### config.mk
export PLATFORM = sky130hd
export DESIGN_NAME = gray_serial_decoder
export DESIGN_NICKNAME = d
export VERILOG_FILES = /design/src/rtl/gray_serial_decoder.sv
export SDC_FILE = /design/constraint.sdc
export NUM_CORES = 1
export LEC_CHECK = 0
export ABC_AREA = 1
export CAP_MARGIN = 10
export CORE_MARGIN = 3
export CORE_UTILIZATION = 50
export CTS_BUF_LIST = sky130_fd_sc_hd__clkbuf_16
export DETAILED_ROUTE_END_ITERATION = 8
export HOLD_SLACK_MARGIN = 0.03
export PLACE_DENSITY = 0.72
export SLEW_MARGIN = 10
export SYNTH_ARGS = -nofsm -noshare
export SYNTH_HDL_FRONTEND = slang
export SYNTH_SLANG_ARGS = --single-unit
### constraint.sdc
create_clock -name clk -period 1.9 [get_ports clk]
set_clock_uncertainty 0.15 [all_clocks]
set_input_delay 0.38 -clock clk [delete_from_list [all_inputs] [get_ports clk]]
set_output_delay 0.38 -clock clk [all_outputs]
set_load 0.01 [all_outputs]
### src/rtl/gray_serial_decoder.sv
// gray_serial_decoder: bit-serial Gray-to-binary receiver.
// Takes one Gray bit per cycle (MSB first) on a valid/ready port, converts
// it to binary on the fly and presents the assembled W-bit word on a
// valid/ready output port.
//
// Optional feature macro: GRAY_PARITY_EN
//   When defined, each word is followed by an even-parity bit covering the
//   W Gray bits; m_err reports a mismatch alongside m_valid.
//
// state | meaning
// IDLE  | waiting for a bit flagged s_first; other bits are dropped
// SHIFT | collecting the remaining data bits of the current word
// PAR   | expecting the trailing parity bit (GRAY_PARITY_EN only)
// HOLD  | word presented on m_data, waiting for m_ready
module gray_serial_decoder #(
    parameter int W = 8
) (
    input  logic         clk,
    input  logic         rst_n,
    input  logic         s_valid,
    output logic         s_ready,
    input  logic         s_bit,
    input  logic         s_first,
    output logic         m_valid,
    input  logic         m_ready,
`ifdef GRAY_PARITY_EN
    output logic         m_err,
`endif
    output logic [W-1:0] m_data
);

    localparam int CW = $clog2(W + 1);

`ifdef GRAY_PARITY_EN
    typedef enum logic [1:0] {
        IDLE  = 2'd0,
        SHIFT = 2'd1,
        HOLD  = 2'd2,
        PAR   = 2'd3
    } state_t;
`else
    typedef enum logic [1:0] {
        IDLE  = 2'd0,
        SHIFT = 2'd1,
        HOLD  = 2'd2
    } state_t;
`endif

    state_t        state_q, state_d;
    logic [CW-1:0] cnt_q, cnt_d;
    logic          r_q, r_d;
    logic [W-2:0]  shreg_q, shreg_d;
    logic [W-1:0]  m_data_q, m_data_d;
    logic          m_valid_q, m_valid_d;
    logic          s_ready_q, s_ready_d;
`ifdef GRAY_PARITY_EN
    logic          par_q, par_d;
    logic          m_err_q, m_err_d;
`endif

    logic accept;
    logic b_next;
    logic last_data;

    assign accept    = s_valid && s_ready_q;
    // The MSB of a word passes straight through; later bits fold in the
    // previously produced binary bit.
    assign b_next    = (state_q == IDLE || s_first) ? s_bit : (r_q ^ s_bit);
    assign last_data = (cnt_q == CW'(W - 1));

    // Next-state and datapath update for one accepted bit or output handshake.
    always_comb begin
        state_d   = state_q;
        cnt_d     = cnt_q;
        r_d       = r_q;
        shreg_d   = shreg_q;
        m_data_d  = m_data_q;
        m_valid_d = m_valid_q;
        s_ready_d = s_ready_q;
`ifdef GRAY_PARITY_EN
        par_d     = par_q;
        m_err_d   = m_err_q;
`endif
        case (state_q)
            IDLE, SHIFT
`ifdef GRAY_PARITY_EN
            , PAR
`endif
            : begin
                if (accept && s_first) begin
                    // New MSB: also abandons any partial word in progress.
                    state_d    = SHIFT;
                    cnt_d      = CW'(1);
                    r_d        = b_next;
                    shreg_d    = '0;
                    shreg_d[0] = b_next;
`ifdef GRAY_PARITY_EN
                    par_d      = s_bit;
`endif
                end else if (accept && state_q == SHIFT) begin
                    cnt_d = cnt_q + CW'(1);
                    r_d   = b_next;
`ifdef GRAY_PARITY_EN
                    par_d = par_q ^ s_bit;
`endif
                    if (last_data) begin
`ifdef GRAY_PARITY_EN
                        // Word bits complete; r keeps the LSB until parity arrives.
                        state_d   = PAR;
`else
                        state_d   = HOLD;
                        m_valid_d = 1'b1;
                        s_ready_d = 1'b0;
                        m_data_d  = {shreg_q, b_next};
`endif
                    end else begin
                        shreg_d    = shreg_q << 1;
                        shreg_d[0] = b_next;
                    end
                end
`ifdef GRAY_PARITY_EN
                else if (accept && state_q == PAR) begin
                    state_d   = HOLD;
                    m_valid_d = 1'b1;
                    s_ready_d = 1'b0;
                    m_data_d  = {shreg_q, r_q};
                    m_err_d   = par_q ^ s_bit;
                end
`endif
            end
            HOLD: begin
                if (m_ready) begin
                    state_d   = IDLE;
                    cnt_d     = '0;
                    m_valid_d = 1'b0;
                    s_ready_d = 1'b1;
`ifdef GRAY_PARITY_EN
                    m_err_d   = 1'b0;
`endif
                end
            end
            default: begin
                state_d   = IDLE;
                cnt_d     = '0;
                m_valid_d = 1'b0;
                s_ready_d = 1'b1;
            end
        endcase
    end

    // Control FSM and datapath registers with registered outputs.
    always_ff @(posedge clk or negedge rst_n) begin
        if (!rst_n) begin
            state_q   <= IDLE;
            cnt_q     <= '0;
            r_q       <= 1'b0;
            shreg_q   <= '0;
            m_data_q  <= '0;
            m_valid_q <= 1'b0;
            s_ready_q <= 1'b1;
`ifdef GRAY_PARITY_EN
            par_q     <= 1'b0;
            m_err_q   <= 1'b0;
`endif
        end else begin
            state_q   <= state_d;
            cnt_q     <= cnt_d;
            r_q       <= r_d;
            shreg_q   <= shreg_d;
            m_data_q  <= m_data_d;
            m_valid_q <= m_valid_d;
            s_ready_q <= s_ready_d;
`ifdef GRAY_PARITY_EN
            par_q     <= par_d;
            m_err_q   <= m_err_d;
`endif
        end
    end

    assign s_ready = s_ready_q;
    assign m_valid = m_valid_q;
    assign m_data  = m_data_q;
`ifdef GRAY_PARITY_EN
    assign m_err   = m_err_q;
`endif

endmodule

# After elaboration in Yosys (flattened, before gate mapping)
# Cells that the tools add are included.
totals:
  reg_bits: 24
  in_bits: 6
  output_inout_bits: 10
  elab_cells: 58
classes:
  add_sub_neg: 1
  eq_ne: 10
  n_mux: 25
  n_bitwise: 2
  n_reduce_logical: 13
op_table:
  columns: ["op", "count"]
  rows:
  - ["7-bit two-way mux", 3]
  - ["4-bit two-way mux", 3]
  - ["1-bit two-way mux", 11]
  - ["2-bit two-way mux", 4]
  - ["2-bit inequality test, second input constant", 4]
  - ["4-bit one-hot mux with 2 select lines", 1]
  - ["4-bit AND reduction", 2]
  - ["3-bit inequality test, second input constant", 2]
  - ["3-bit AND reduction", 2]
  - ["4-bit by 1-bit adder with 4-bit output, second input constant", 1]
  - ["4-bit by 3-bit equality test with 1-bit output, second input constant", 1]
  - ["1-bit one-hot mux with 2 select lines", 2]
  - ["2-bit one-hot mux with 2 select lines", 1]
  - ["2-bit AND reduction", 2]
  - ["1-bit logical AND", 3]
  - ["2-bit by 1-bit equality test with 1-bit output, second input constant", 1]
  - ["2-bit equality test, second input constant", 1]
  - ["2-bit logical NOT", 1]
  - ["2-bit by 1-bit inequality test with 1-bit output, second input constant", 1]
  - ["2-bit nonzero test", 1]
  - ["2-bit OR reduction", 1]
  - ["1-bit logical OR", 1]
  - ["1-bit NOT", 1]
  - ["1-bit bitwise XOR", 1]

# Longest topological paths before layout
# Gate-level depths: netlist of the first run.
logic_depth:
  ltp_word: 6
  ltp_mapped: 8
  ltp_nobuf: 8

# Worst setup path before layout of the first run
# OpenSTA, ideal clock, no wires.
synth_path:
  path_type: "register -> register"
  start: "register s_ready_q (netlist: s_ready)"
  end: "register shreg_q[3]"
  setup_ns: 0.117
  arrival_time_ns: 1.204
  required_ns: 1.633
  slack_ns: 0.429
  path_stages_with_launch: 7
  path_buffers: 1
  period_less_slack_ns: 1.471
  path_cell_list: "dfstp_2 nand3_2 nand2_1 nand2_2 buf_6 nand2_1 o21ai_2"
synth_via:
  elab_chain_cells: 4
  elab_cells_between_ends: 7
  cone_classes: "1 x eq/ne; 1 x mux; 5 x reduce/logical"
synth_lines:
  columns: ["item", "line", "text"]
  rows:
  - ["start, declared", "55", "logic s_ready_q, s_ready_d;"]
  - ["start signal, assigned", "172", "s_ready_q <= s_ready_d;"]
  - ["1-bit logical AND (*)", "65", "assign accept = s_valid && s_ready_q;"]
  - ["1-bit logical AND (on tied branches)", "90, 100", null]
  - ["2-bit by 1-bit inequality test with 1-bit output (no source line) / 2-bit nonzero test (equally long branches)", null, null]
  - ["3-bit AND reduction (no source line)", null, null]
  - ["end signal, assigned", "169", "shreg_q <= shreg_d;"]
  - ["end, declared", "52", "logic [W-2:0] shreg_q, shreg_d;"]
# Every way passes the cells marked *; elsewhere a longest branch is shown, timed or not.
# A chain may end at the register's enable or synchronous reset.

# Worst setup path after layout of the first run
layout_path:
  start: "register m_data_q[5] (netlist: m_data[5])"
  end: "output port m_data[5]"
layout_rtl:
  columns: ["item", "line", "text"]
  rows:
  - ["start, declared", "53", "logic [W-1:0] m_data_q, m_data_d;"]
  - ["start signal, assigned", "170", "m_data_q <= m_data_d;"]
  - ["end, declared", "29", "output logic [W-1:0] m_data"]
# No word-level cell between the ends.

==> metrics.json, run 1 <==
{
  "outcome": "complete, no violations",
  "wl_per_cell_um": 11.91,
  "final_total_negative_setup_slack_ns": 0,
  "net_total_in_the_final_layout": 170,
  "clk_slew_on_worst_s_h_paths_ns": 0.06,
  "postSynthRegisterBits": 24,
  "mappedNetlistArea_mm2": 0.001150,
  "area_enclosed_by_the_die_boundary_mm2": 0.002911,
  "finish.utilization": 0.6972,
  "grt_usage": 0.2006,
  "initial_utilization": 0.5576,
  "synth-seq-area-share": 0.5234,
  "cts-buffers-inserted": 3,
  "clk_root_buffer_cell": "sky130_fd_sc_hd__clkbuf_16",
  "global_route.overflow_total": 0,
  "grt_pass1_wl_um": 4071,
  "routed_wire_length_on_met2_um": 1078,
  "wirelength_met1_um": 1040,
  "synth_top_cell_area_share": 0.5005,
  "critPathLaunchType": "register",
  "reg2regPathDepth": 7,
  "power-per-cell-area_mw_per_mm2": 694.7,
  "met3_length_um": 91,
  "place.detailed.hpwl_um": 1659,
  "crit_path_max_fanout": 2,
  "fmaxAchievable_mhz": 593.6,
  "drive_above_1_share": 0.1667,
  "number_of_buffers_added_on_ports": 15,
  "ant_nets": 0,
  "diodes": 0,
  "synth_fa_ha_area_frac": 0.01088,
  "critical-path-top-delay-family": "buffers and inverters",
  "ff_latch_area_um2": 601.8,
  "synthDominantAreaCellType": "sky130_fd_sc_hd__dfrtp_1",
  "slowest_stage": "sky130_fd_sc_hd__clkdlybuf4s50_1",
  "via_per_inst": 5.026,
  "synthDistinctLibCells": 20,
  "synth_compound_area_frac": 0.06746,
  "gp_congestion": 0.7419,
  "slew_at_the_pin_with_the_worst_max_slew_slack_ns": 0.3057,
  "post_synthesis_net_count": 146,
  "synth_xor_area_frac": 0.007617,
  "synthCells": 139,
  "drt_pass1_iterations": 4,
  "timing.critical_path.to_type": "output port",
  "flow.area_growth_from_synthesis_pct": 25.03,
  "grt_antenna_before_repair": 0,
  "cts_buffer_depth": 2,
  "fin_crit_sh": 0.8867,
  "vias_in_the_first_global_route": 951,
  "pin_count_of_the_biggest_net_entering_global_routing": 25,
  "layout_min_cycle_time_ns": 1.685,
  "slew_headroom": 0.7962,
  "worst_ir_drop_vdd_mv": 0.5211,
  "synth_top_family_by_area": "simple AND/OR/NAND/NOR gates",
  "dieWidth_um": 53.96,
  "cts_htree_levels": 1,
  "core.rowCount": 16,
  "core_area_mm2": 0.002062,
  "fillers": 168,
  "timing.critical_path.arrival_ns": 1.15,
  "wirelength_um": 2251,
  "area_occupied_by_multi_input_gates_um2": 510.5,
  "ys_top_cells_by_area": "sky130_fd_sc_hd__dfrtp_1 (50%), sky130_fd_sc_hd__nand2_1 (22%), sky130_fd_sc_hd__o21ai_2 (4.6%)",
  "maxCapViolCount": 0,
  "clock-sinks": 24,
  "synth_simple_gate_area_share": 0.3580,
  "critPathKind": "reg -> out",
  "clk_latency_ns": 0.26,
  "drt-initial-drc-count": 16,
  "boundaryPins": 16,
  "synthMuxAreaShare": 0,
  "tritoncts_clock_tree": "yes",
  "chipHeight_um": 53.96,
  "vias": 950,
  "crit_chain": "clkdlybuf4s50_1",
  "mean_instance_size_in_the_synthesized_netlist_um2": 8.272,
  "slew_viol_final": 0,
  "detail_route.drc_violations": 0,
  "report.final.setup_viol": 0,
  "hp-class": "in -> async",
  "unrepaired_setup_endpoints_after_global_routing": "false",
  "power_leakage_nw": 0.7421,
  "final_number_of_hold_violating_endpoints": 0,
  "timing.critical_path.depth": 1,
  "worstPathBufferInverterCount": 1,
  "worst_path_largest_cell_delay_ns": 0.54,
  "cp_data_required_time_ns": 1.37,
  "ys.warnings.count": 0,
  "top_metal_layer_carrying_routed_signals": "met4"
}
through the flow:
stage	power, W	cell area [µm²]	hold slack [ns]	setup slack [ns]	instances
after floorplan	0.0005287	1150	-0.06559	0.4289	139
after global placement	0.0005536	1360	0.3022	0.04458	185
after detailed placement	0.0005544	1360	0.3090	0.009889	185
after CTS	0.001014	1438	0.3243	0.2015	189
after global routing	0.001040	1438	0.3475	0.1169	189
final	0.0009987	1438	0.3199	0.2153	189
sequential cells by signal, summed over array words and instances (netlist names):
signal   flops
s_ready      1
r_q          1
shreg_q      7
state_q      2
m_valid      1
m_data       8
cnt_q        4
layout by cell type (no fill, tap or decap), drive strengths merged:
| master | n |
|---|---|
| nand2 | 73 |
| dfrtp | 23 |
| clkdlybuf4s50 | 14 |
| nor2 | 11 |
| o21ai | 10 |
| inv | 7 |
| nand4 | 5 |
| buf | 5 |
| nand3 | 4 |
| clkbuf | 3 |
| nor3 | 1 |
| a21oi | 1 |
| xor2 | 1 |
| ha | 1 |
| clkinv | 1 |
| dlygate4sd2 | 1 |
| dfstp | 1 |
area by class of cell:
cell class | instances | share of cell area
clock inverter | 1 | 0.002611
multi-input combinational | 107 | 0.3551
timing repair buffer | 20 | 0.1297
inverter | 7 | 0.01828
tap | 27 | 0.02350
clock buffer | 3 | 0.05222
sequential | 24 | 0.4186
timing repair:
| item | CTS | global route |
|---|---|---|
| endpoints found under the hold margin | 0 | 0 |
| resized for setup | 1 | 0 |
| setup buffers | 0 | 0 |
| hold buffers | 0 | 0 |
| setup endpoints to repair | 1 | 0 |
synth_stat cells:
library cell / n
sky130_fd_sc_hd__o21ai_1: 1
sky130_fd_sc_hd__dfrtp_1: 23
sky130_fd_sc_hd__dfstp_2: 1
sky130_fd_sc_hd__nand2_1: 67
sky130_fd_sc_hd__nand2_4: 1
sky130_fd_sc_hd__nand2_2: 5
sky130_fd_sc_hd__inv_2: 3
sky130_fd_sc_hd__nand4_1: 5
sky130_fd_sc_hd__inv_1: 4
sky130_fd_sc_hd__ha_1: 1
sky130_fd_sc_hd__nand3_2: 1
sky130_fd_sc_hd__a21oi_1: 1
sky130_fd_sc_hd__nand3_1: 3
sky130_fd_sc_hd__nor2_4: 2
sky130_fd_sc_hd__buf_6: 1
sky130_fd_sc_hd__nor3_1: 1
sky130_fd_sc_hd__xor2_1: 1
sky130_fd_sc_hd__o21ai_0: 3
sky130_fd_sc_hd__o21ai_2: 6
sky130_fd_sc_hd__nor2_1: 9
cell families (layout without fill, tap and decap cells):
| family | after synthesis | count (layout) |
|---|---|---|
| XOR/XNOR | 1 | 1 |
| adder cells (fa/ha/maj) | 1 | 1 |
| AO/OA/AOI/OAI | 11 | 11 |
| AND/OR/NAND/NOR | 94 | 94 |
| flip-flops | 24 | 24 |
| buffers and inverters | 8 | 31 |
power by group:
group          internal [W]  leakage (nW)  switching (W)
sequential         0.000512         0.319     0.00000146
clock              0.000281        0.0385       0.000173
combinational     0.0000132         0.385      0.0000172
total              0.000807         0.742       0.000192
routing by layer:
| metal | global-route usage | vias up |
|---|---|---|
| met5 | 0 | - |
| met4 | 0.08936 | 0 |
| met3 | 0.04709 | 5 |
| met2 | 0.3387 | 15 |
| met1 | 0.2404 | 442 |
| li1 | - | 488 |
path summary, 6_finish.rpt:
kind                            from          to  slack, ns
setup / recovery           m_data[5]   m_data[5]       0.22
min in group clk           m_data[4]   m_data[4]       0.32
max in group asynchronous      rst_n     s_ready       0.99
hold reg to reg            m_data[4]   m_data[4]       0.32
setup reg to reg            cnt_q[0]  shreg_q[6]       0.25
hold / removal                 rst_n    cnt_q[3]       0.32
Power figures use the tool's default switching activity.
==> inputs of run 2 (changes only) <==
--- a/config.mk
+++ b/config.mk
@@ -6,7 +6,6 @@
 export NUM_CORES = 1
 export LEC_CHECK = 0
 export ABC_AREA = 1
-export CAP_MARGIN = 10
 export CORE_MARGIN = 3
 export CORE_UTILIZATION = 50
 export CTS_BUF_LIST = sky130_fd_sc_hd__clkbuf_16
==> results of run 2 <==
Final layout, timing and power as in run 1 (identical DEF).
==> inputs of run 3 (changes only) <==
--- a/config.mk
+++ b/config.mk
@@ -11,7 +11,7 @@
 export CTS_BUF_LIST = sky130_fd_sc_hd__clkbuf_16
 export DETAILED_ROUTE_END_ITERATION = 8
 export HOLD_SLACK_MARGIN = 0.03
-export PLACE_DENSITY = 0.72
+export PLACE_DENSITY = 0.74
 export SLEW_MARGIN = 10
 export SYNTH_ARGS = -nofsm -noshare
 export SYNTH_HDL_FRONTEND = slang
==> constraint.sdc (replaced) <==
create_clock -name clk -period 1.9 [get_ports clk]
set_clock_uncertainty 0.15 [all_clocks]
set_input_delay 0.285 -clock clk [delete_from_list [all_inputs] [get_ports clk]]
set_output_delay 0.285 -clock clk [all_outputs]
set_load 0.01 [all_outputs]
==> run 3 against run 2 <==
Maximum frequency decreased by 7.3%. Sequential power about the same. Worst setup slack got worse by 0.13 ns. Critical path depth unchanged.
==> metrics.json, run 3 (synthesis gave the netlist of run 1 again) <==
{
  "worst_ir_drop_vdd_mv": 0.5938,
  "via_per_inst": 5.156,
  "report.final.setup_viol": 0,
  "wl_per_cell_um": 12.02,
  "wirelength_um": 2236,
  "outcome": "complete, no violations",
  "hp-class": "in -> async",
  "fillers": 169,
  "core_area_mm2": 0.002062,
  "chipHeight_um": 53.96,
  "drive_above_1_share": 0.1572,
  "fin_crit_sh": 0.9564,
  "crit_path_max_fanout": 6,
  "slew_headroom": 0.8004,
  "grt_antenna_before_repair": 0,
  "cts_htree_levels": 1,
  "worstPathBufferInverterCount": 1,
  "place.detailed.hpwl_um": 1641,
  "ant_nets": 0,
  "hold_buffers": 0,
  "dieWidth_um": 53.96,
  "worst_path_largest_cell_delay_ns": 0.58,
  "grt_usage": 0.1893,
  "cts_post_setup_buffers_inserted": 0,
  "slowest_stage": "sky130_fd_sc_hd__dfstp_2",
  "clock-sinks": 24,
  "tritoncts_clock_tree": "yes",
  "diodes": 0,
  "layout_min_cycle_time_ns": 1.817,
  "area_enclosed_by_the_die_boundary_mm2": 0.002911,
  "cts_buffer_depth": 2,
  "cp_data_required_time_ns": 1.46,
  "unrepaired_setup_endpoints_after_global_routing": "false",
  "mostFrequentLayoutCell": "sky130_fd_sc_hd__nand2_1",
  "boundaryPins": 16,
  "place.detailed.instances": 182,
  "power_leakage_nw": 0.7360,
  "pin_count_of_the_biggest_net_entering_global_routing": 25,
  "largest_reg_flops": 8,
  "fmaxAchievable_mhz": 550.3,
  "final_total_negative_setup_slack_ns": 0,
  "vias_in_the_first_global_route": 941,
  "clk_slew_on_worst_s_h_paths_ns": 0.06,
  "gp_congestion": 0.8167,
  "final_number_of_hold_violating_endpoints": 0,
  "cts_resized": 0,
  "global_route.overflow_total": 0,
  "slew_viol_final": 0,
  "timing.critical_path.to_type": "output port",
  "layout_common_cells": "sky130_fd_sc_hd__nand2_1 (67), sky130_fd_sc_hd__dfrtp_1 (23), sky130_fd_sc_hd__clkdlybuf4s50_1 (15)",
  "timing.critical_path.arrival_ns": 1.38,
  "critPathKind": "reg -> out",
  "grt_pass1_wl_um": 3981,
  "detail_route.drc_violations": 0,
  "cts-buffers-inserted": 3,
  "net_total_in_the_final_layout": 167,
  "slew_at_the_pin_with_the_worst_max_slew_slack_ns": 0.2994,
  "critical-path-top-delay-family": "flip-flops",
  "critPathLaunchType": "register",
  "core.rowCount": 16,
  "clk_root_buffer_cell": "sky130_fd_sc_hd__clkbuf_16",
  "layout.cells.non_filler": 186,
  "clk_latency_ns": 0.25,
  "maxCapViolCount": 0,
  "finish.utilization": 0.6996,
  "number_of_buffers_added_on_ports": 15,
  "flow.area_growth_from_synthesis_pct": 25.46,
  "finalPower_w": 0.001134,
  "drt_pass1_iterations": 5,
  "crit_chain": "clkdlybuf4s50_1",
  "power-per-cell-area_mw_per_mm2": 786.1,
  "initial_utilization": 0.5576,
  "vias": 959,
  "drt-initial-drc-count": 23
}
[run 3: layout make-up]
cell class	count	area (µm²)	share of cell area
inverters	7	26.28	0.01821
clock buffers	3	75.07	0.05204
repair buffers	17	165.2	0.1145
flip-flops and latches	24	601.8	0.4172
clock inverters	1	30.03	0.02082
multi-input cells	107	510.5	0.3539
well taps	27	33.78	0.02342
[run 3: path summary, 6_finish.rpt]
| kind | slack, ns | startpoint | endpoint | cells past startpoint |
|---|---|---|---|---|
| worst max-delay path | 0.08 | s_ready | s_ready | 1 |
| worst min-delay path | 0.24 | rst_n | m_data[6] | 2 |
| worst max register to register | 0.23 | cnt_q[0] | shreg_q[6] | 7 |
| worst min register to register | 0.32 | m_data[6] | m_data[6] | 2 |
| max in group asynchronous | 1.08 | rst_n | s_ready | 2 |
| min in group clk | 0.32 | m_data[6] | m_data[6] | 2 |
[run 3: where the power goes]
group / internal, W / leakage (nW) / switching, W
sequential: 0.000512 / 0.319 / 0.00000155
clock: 0.000418 / 0.0511 / 0.000172
combinational: 0.0000133 / 0.366 / 0.0000172
[run 3: per-layer routing]
metal | vias up | track usage | wire (µm)
met5 | - | 0 | 0
met4 | 0 | 0.06383 | 19
met3 | 4 | 0.03324 | 83
met2 | 22 | 0.3226 | 1081
met1 | 453 | 0.2403 | 1052
li1 | 480 | - | -
[run 3: stage by stage]
| stage | area, µm² | worst slack, ns | hold slack (ns) |
|---|---|---|---|
| after floorplan | 1150 | 0.4289 | -0.1606 |
| after global placement | 1338 | 0.1053 | 0.3026 |
| after detailed placement | 1338 | 0.08925 | 0.3081 |
| after CTS | 1443 | 0.07945 | 0.2519 |
| after global routing | 1443 | 0.04397 | 0.2685 |
| final | 1443 | 0.08275 | 0.2387 |
